## src/rtl/instr_fetch.sv

```systemverilog
// IF stage plus IF/ID pipeline register: PC, imem address, jump/branch/stall/flush/halt control.
// Optional FETCH_STATS_EN adds fetch_count/bubble_count performance counters.
module instr_fetch #(
    parameter int unsigned          PC_WIDTH    = 32,
    parameter logic [PC_WIDTH-1:0]  RESET_PC    = '0,
    parameter logic [4:0]           HALT_OPCODE = 5'b11111
) (
    input  logic                clk,
    input  logic                rst,
    input  logic                stall,
    input  logic                flush,
    input  logic [1:0]          JMPSel,
    input  logic [PC_WIDTH-1:0] Address,
    input  logic [PC_WIDTH-1:0] JumpReg,
    input  logic                BranchTaken,
    input  logic [PC_WIDTH-1:0] BranchTarget,
    output logic [PC_WIDTH-1:0] imem_addr,
    input  logic [31:0]         imem_rdata,
    output logic [31:0]         instruction,
    output logic [PC_WIDTH-1:0] pc_id,
    output logic [PC_WIDTH-1:0] pc_plus4_id,
    output logic                valid_id,
    output logic                halted
`ifdef FETCH_STATS_EN
    ,
    output logic [31:0]         fetch_count,
    output logic [31:0]         bubble_count
`endif
);

    localparam logic [PC_WIDTH-1:0] ALIGN_MASK = ~PC_WIDTH'(3);
    localparam logic [PC_WIDTH-1:0] PC_STEP    = PC_WIDTH'(4);

    typedef enum logic {
        ST_RUN    = 1'b0,
        ST_HALTED = 1'b1
    } state_e;

    state_e              state_q, state_d;
    logic [PC_WIDTH-1:0] pc_q, pc_d;
    logic [31:0]         instr_q, instr_d;
    logic [PC_WIDTH-1:0] pc_id_q, pc_id_d;
    logic [PC_WIDTH-1:0] pc4_id_q, pc4_id_d;
    logic                valid_q, valid_d;
    logic                latch_c;
    logic                jump_c;
    logic [PC_WIDTH-1:0] seq_pc_c;

    assign seq_pc_c = pc_q + PC_STEP;
    // Jumps from decode are only honoured while running.
    assign jump_c   = (state_q == ST_RUN) && ((JMPSel == 2'b01) || (JMPSel == 2'b10));

    // Next-state for IF/ID, PC and the run/halt FSM.
    always_comb begin
        pc_d     = pc_q;
        instr_d  = instr_q;
        pc_id_d  = pc_id_q;
        pc4_id_d = pc4_id_q;
        valid_d  = valid_q;
        state_d  = state_q;
        latch_c  = 1'b0;

        if (BranchTaken || flush) begin
            instr_d  = '0;
            pc_id_d  = '0;
            pc4_id_d = '0;
            valid_d  = 1'b0;
        end else if (stall) begin
            valid_d  = valid_q;
        end else if (jump_c || (state_q == ST_HALTED)) begin
            instr_d  = '0;
            pc_id_d  = '0;
            pc4_id_d = '0;
            valid_d  = 1'b0;
        end else begin
            instr_d  = imem_rdata;
            pc_id_d  = pc_q;
            pc4_id_d = seq_pc_c;
            valid_d  = 1'b1;
            latch_c  = 1'b1;
        end

        if (BranchTaken) begin
            pc_d = BranchTarget & ALIGN_MASK;
        end else if (stall) begin
            pc_d = pc_q;
        end else if (jump_c) begin
            pc_d = ((JMPSel == 2'b01) ? Address : JumpReg) & ALIGN_MASK;
        end else if (state_q == ST_HALTED) begin
            pc_d = pc_q;
        end else begin
            pc_d = seq_pc_c;
        end

        // A taken EX branch proves any halt word was on the wrong path.
        if (BranchTaken) begin
            state_d = ST_RUN;
        end else if (latch_c && (imem_rdata[31:27] == HALT_OPCODE)) begin
            state_d = ST_HALTED;
        end
    end

    always_ff @(posedge clk) begin
        if (rst) begin
            state_q  <= ST_RUN;
            pc_q     <= RESET_PC;
            instr_q  <= '0;
            pc_id_q  <= '0;
            pc4_id_q <= '0;
            valid_q  <= 1'b0;
        end else begin
            state_q  <= state_d;
            pc_q     <= pc_d;
            instr_q  <= instr_d;
            pc_id_q  <= pc_id_d;
            pc4_id_q <= pc4_id_d;
            valid_q  <= valid_d;
        end
    end

    assign imem_addr   = pc_q;
    assign instruction = instr_q;
    assign pc_id       = pc_id_q;
    assign pc_plus4_id = pc4_id_q;
    assign valid_id    = valid_q;
    assign halted      = (state_q == ST_HALTED);

`ifdef FETCH_STATS_EN
    logic [31:0] fetch_cnt_q;
    logic [31:0] bubble_cnt_q;

    // Bubble count covers every non-reset cycle that leaves IF/ID invalid.
    always_ff @(posedge clk) begin
        if (rst) begin
            fetch_cnt_q  <= '0;
            bubble_cnt_q <= '0;
        end else begin
            if (latch_c) begin
                fetch_cnt_q <= fetch_cnt_q + 32'd1;
            end
            if (!valid_d) begin
                bubble_cnt_q <= bubble_cnt_q + 32'd1;
            end
        end
    end

    assign fetch_count  = fetch_cnt_q;
    assign bubble_count = bubble_cnt_q;
`endif

endmodule
```

## config.mk

```make
export PLATFORM = sky130hd
export DESIGN_NAME = instr_fetch
export DESIGN_NICKNAME = d
export VERILOG_FILES = /design/src/rtl/instr_fetch.sv
export SDC_FILE = /design/constraint.sdc
export NUM_CORES = 1
export LEC_CHECK = 0
export ABC_AREA = 1
export CAP_MARGIN = 25
export CORE_MARGIN = 8
export CORE_UTILIZATION = 41
export CTS_BUF_LIST = sky130_fd_sc_hd__clkbuf_4
export CTS_CLUSTER_SIZE = 14
export DETAILED_ROUTE_END_ITERATION = 6
export PLACE_DENSITY = 0.87
export SYNTH_ARGS = -nofsm -noshare
export SYNTH_HDL_FRONTEND = slang
export SYNTH_SLANG_ARGS = --single-unit
```

## constraint.sdc

```tcl
create_clock -name clk -period 1.5 [get_ports clk]
set_input_delay 0.225 -clock clk [delete_from_list [all_inputs] [get_ports clk]]
set_output_delay 0.225 -clock clk [all_outputs]
set_load 0.02 [all_outputs]
```

==> results_dict.tcl, run 1 <==
set metrics [dict create \
    status "finished, violations left" \
    violations "setup timing" \
    place_ws_ns -0.513 \
    ys_async_sr_fraction 0 \
    initial_core_util 0.416 \
    fp.dieW_um 142 \
    synth-main-ff-cell "dfxtp_1" \
    grt_max_degree 96 \
    yosysMostFrequentCell "nand2_1" \
    worst_ep_required_time_ns 1.95 \
    post_drt_wl_per_cell_um 16.9 \
    syn_inst 976 \
    cts_sinks 128 \
    synth_fp_nets 1114 \
    ys_seq_area_frac 0.392 \
    p_leak_nw 4.22 \
    fillCellCount 1299 \
    vdd_ir_drop_max_uv 394 \
    ant_nets 0 \
    arrival_ns 2.13 \
    rows 46 \
    tightest_slew_ns 0.444 \
    dieArea_mm2 0.0202 \
    synth_top_area_share 0.392 \
    grt_antenna_before_repair 2 \
    synth_area_leaders "dfxtp_1 39%, nand2_1 23%, a21oi_2 6.7%" \
    max_slew_margin 0.704 \
    rsz0062_at_grt "true" \
    crit_path_end_kind "register" \
    cts_root_buf "clkbuf_4" \
    synth_cell_types 31 \
    overflow 0 \
    path_class "reg2reg" \
    fin_cells 1523 \
    path_common_cell "nand2_1" \
    crit_family "simple AND/OR/NAND/NOR gates" \
    ys_ff_latch 128 \
    crit_slowest_cell "dfxtp_4" \
    fin_skew_ns 0.0151 \
    numCtsBuffers 17 \
    finalWirelength_mm 25.8 \
    netlist_top_cells_count "401 x nand2_1, 128 x dfxtp_1, 71 x inv_1" \
    hold_violations 0 \
    pin_count 265 \
    period_share 1.12 \
    nNetsFinal 1430 \
    h-tree-depth 4 \
    drive_gt1_frac 0.315 \
    place_area_mm2 0.00977 \
    setup_viol 33 \
    chipHeight_um 142 \
    cts.reportedPaths.clkPinSlew_ns 0.12 \
    first_pass_iters 5 \
    max_cap_viol_count 0 \
    utilization 0.671 \
    final_area_mm2 0.0105 \
    powerDensity_mw_per_mm2 764 \
    setup_slack_ns -0.178 \
    yosysTopAreaCell "dfxtp_1" \
    hp-class "in2reg" \
    place_inst 1466 \
    path_max_fanout 6 \
    synth_edf_count 0 \
    clk_latency_ns 0.57 \
    vias_per_cell 5.04 \
    cp-start-kind "register" \
    drv_slew 0 \
    ys_warn_count 0 \
    cp_cell_sequence "ha_4, nand2_4, nor2_4, nand2_4, buf_4, nor2_4, nand2_1, nand2_1, nand3_1, nand2_1, a21oi_1" \
    grt_use_total 0.242 \
    dp_hpwl_mm 18.1 \
    grt_pass1_vias 7569 \
    clock_path_buffers 2 \
    grt_first_pass_wirelength_mm 38.6 \
    hold_ws_ns 0.110 \
    ctsHoldBuffers 0 \
    path_buf_inv 1 \
    gp_congestion 0.931 \
    tns_ns -2.26 \
    vias 7682 \
    worst_path_largest_cell_delay_ns 0.40 \
    cts_tree "done" \
    multi_input_area_mm2 0.00370 \
    syn_area_per_cell_um2 6.70 \
    syn2layout_area_growth_pct 61.2 \
    dr.first_iter.drc_count 423 \
    drcViolationCount 0 \
    core_mm2 0.0157 \
    fin_crit_ns 1.68 \
    io_buffer_count 258 \
    regArea_mm2 0.00263 \
    total_power_mw 8.05 \
    synthesis.area_mm2 0.00654 \
    timing.fmax_mhz 596 \
]
[where the power goes]
| part | internal [mW] | switching, mW | total (mW) |
|---|---|---|---|
| clock | 1.31 | 1.40 | 2.71 |
| sequential | 3.48 | 0.0844 | 3.57 |
| combinational | 0.849 | 0.921 | 1.77 |
[state kept, by name, summed over array words and instances (netlist names)]
name and count:
instruction 32, pc_id 32, valid_id 1, pc_plus4_id 30
imem_addr 32, halted 1
[layout make-up]
class | instances | share of cell area
Multi-Input combinational cell | 716 | 0.351
Clock buffer | 17 | 0.0121
Timing Repair Buffer | 353 | 0.316
Sequential cell | 128 | 0.250
Tap cell | 216 | 0.0257
Antenna cell | 2 | 0.000475
Clock inverter | 15 | 0.0183
Inverter | 76 | 0.0271
[cells in the final DEF, fill, tap and decap left out, drive strengths merged, types with 2 or more instances in the layout]
master,synthesis,layout
nand2,407,407
clkdlybuf4s15,0,68
or2,9,9
nor2,57,57
dfxtp,128,128
clkinvlp,0,3
bufinv,0,4
o211ai,2,2
ha,3,3
clkbuf,30,39
nand3,67,67
inv,75,76
diode,0,2
a31oi,8,8
clkdlybuf4s50,0,127
a21oi,118,118
buf,26,136
clkinv,1,8
xor2,10,10
o21ai,27,27
a22o,3,3
[routing by layer]
metal / routed length (um) / track usage
met5: 0 / 0
met4: 847 / 0.110
met3: 2000 / 0.0725
met2: 12500 / 0.412
met1: 10400 / 0.273
[worst paths after layout]
| path | startpoint | end | slack, ns | cells past startpoint |
|---|---|---|---|---|
| min reg2reg | imem_addr[1] | imem_addr[1] | 0.47 | 2 |
| min | stall | imem_addr[1] | 0.11 | 5 |
| max reg2reg | imem_addr[2] | imem_addr[30] | -0.18 | 11 |
| max | imem_addr[2] | imem_addr[30] | -0.18 | 11 |
[tightest hold or removal path: cells and delay by family]
family,cells,cell delay [ns]
buffers and inverters,2,0.22
AND/OR/NAND/NOR,3,0.21
[timing repair]
item                       in CTS  in global routing
setup endpoints to repair     159                129
pin swaps                       9                 24
gates resized for setup       456                123
gates cloned                    0                  2
buffers inserted                8                 13
[kinds of logic (layout without fill, tap and decap cells)]
group	after synthesis	count (layout)	synth area share
fa+ha+maj	3	3	0.00574
xor+xnor	11	11	0.0147
compound gates	160	160	0.156
flops	128	128	0.392
buf+inv	132	461	0.0873
other cells	0	2	0
simple gates	542	542	0.344
Power figures use the tool's default switching activity.
==> run 2: changes to the inputs <==
clock period = 1.4 ns   (was 1.5 ns; I/O delays follow)
==> results_dict.tcl, run 2 (synthesis gave the netlist of run 1 again) <==
set metrics [dict create \
    status "finished, violations left" \
    violations "setup timing" \
    vdd_ir_drop_max_uv 599 \
    h-tree-depth 4 \
    dr.first_iter.drc_count 523 \
    timing.fmax_mhz 601 \
    final_common_cell "nand2_1" \
    drcViolationCount 0 \
    ant_nets 0 \
    place_area_mm2 0.00991 \
    p_leak_nw 4.48 \
    final_area_mm2 0.0106 \
    setup_viol 57 \
    grt_max_degree 96 \
    r2r_start "imem_addr[2]" \
    worst_ep_required_time_ns 1.83 \
    rsz0062_at_grt "true" \
    total_power_mw 8.63 \
    reg2reg_slack_ns -0.26 \
    vias 7795 \
    multi_input_area_mm2 0.00381 \
    clk_latency_ns 0.57 \
    fin_crit_ns 1.66 \
    finalWirelength_mm 26.4 \
    rows 46 \
    path_max_fanout 6 \
    clock_path_buffers 2 \
    cts.reportedPaths.clkPinSlew_ns 0.12 \
    regArea_mm2 0.00264 \
    hold_violations 0 \
    period_share 1.19 \
    powerDensity_mw_per_mm2 815 \
    tns_ns -7.00 \
    vias_per_cell 5.05 \
    fillCellCount 1347 \
    first_pass_iters 5 \
    grt_pass1_vias 7608 \
    mostFrequentLayoutCells "366 x nand2_1, 127 x clkdlybuf4s50_1, 102 x buf_2, 96 x dfxtp_1, 74 x buf_4" \
    syn2layout_area_growth_pct 62.2 \
    cts_root_buf "clkbuf_4" \
    tightest_slew_ns 0.453 \
    holdCritStartpoint "stall" \
    drv_slew 0 \
    arrival_ns 2.10 \
    chipHeight_um 142 \
    drive_gt1_frac 0.360 \
    hold_depth 5 \
    max_slew_margin 0.698 \
    rr_worst_depth 10 \
    numCtsBuffers 17 \
    fin_skew_ns 0.0279 \
    hp-class "in2reg" \
    fp.dieW_um 142 \
    place_ws_ns -0.621 \
    grt_first_pass_wirelength_mm 39.4 \
    nNetsFinal 1453 \
    cp-start-kind "register" \
    core_mm2 0.0157 \
    regToRegEndpoint "imem_addr[26]" \
    initial_core_util 0.416 \
    hold_path_end "imem_addr[1]" \
    cts_sinks 128 \
    pin_count 265 \
    post_drt_wl_per_cell_um 17.1 \
    hold_ws_ns 0.0979 \
    gp_congestion 0.931 \
    path_class "reg2reg" \
    grt_antenna_before_repair 1 \
    overflow 0 \
    dieArea_mm2 0.0202 \
    setup_slack_ns -0.264 \
    grt_use_total 0.247 \
    io_buffer_count 258 \
    crit_path_end_kind "register" \
    dp_hpwl_mm 18.4 \
    max_cap_viol_count 0 \
    cts_tree "done" \
]
-- run 2: how the worst max path moves through the flow --
stage	startpoint	end	slack [ns]
floorplan	imem_addr[2]	imem_addr[26]	-0.06
global placement	JMPSel[0]	imem_addr[23]	-0.57
detailed placement	JMPSel[0]	pc_id[1]	-0.62
CTS	imem_addr[3]	imem_addr[12]	-0.17
global route	imem_addr[2]	imem_addr[22]	-0.35
finish	imem_addr[2]	imem_addr[26]	-0.26
-- run 2: report_power, final --
group	internal [mW]	total (mW)	switching [mW]
clock	1.22	2.74	1.52
combinational	1.03	2.07	1.04
sequential	3.73	3.83	0.0949
-- run 2: routing by layer --
layer / part of all wire / wire (um) / up-vias / global-route usage
met5: 0 / 0 / - / 0
met3: 0.086 / 2260 / 66 / 0.0778
met1: 0.39 / 10200 / 3610 / 0.280
met2: 0.49 / 13000 / 369 / 0.423
li1: - / - / 3750 / -
met4: 0.035 / 919 / 0 / 0.102
-- run 2: layout make-up --
cell class,count,share of cell area
Multi-Input combinational cell,716,0.360
Tap cell,216,0.0255
Inverter,76,0.0272
Timing Repair Buffer,376,0.311
Antenna cell,1,0.000236
Clock buffer,17,0.0120
Clock inverter,15,0.0161
Sequential cell,128,0.249
-- run 2: critical path, stage by stage (launching register included) --
cell and delay (ns):
dfxtp_4 0.40, ha_4 0.16, nand2_4 0.06, nor2_4 0.15
nand2_4 0.14, nor2_4 0.23, nand2_2 0.08, nand2_2 0.07
nand3_1 0.07, a21oi_1 0.13, nor2_1 0.05
-- run 2: through the flow --
stage                      util  instances
after global placement    0.631       1478
after global routing      0.674       1545
after floorplan               -        976
after CTS                 0.642       1520
final                     0.674       1545
after detailed placement  0.631       1478
-- run 2: what timing repair did --
| action | CTS | global route |
|---|---|---|
| cloned | 0 | 1 |
| endpoints found under the setup margin | 179 | 112 |
| hold endpoints to repair | 0 | 0 |
| resized for setup | 648 | 104 |
| pin swaps | 17 | 27 |
| hold buffers | 0 | 0 |
| setup buffers | 10 | 28 |
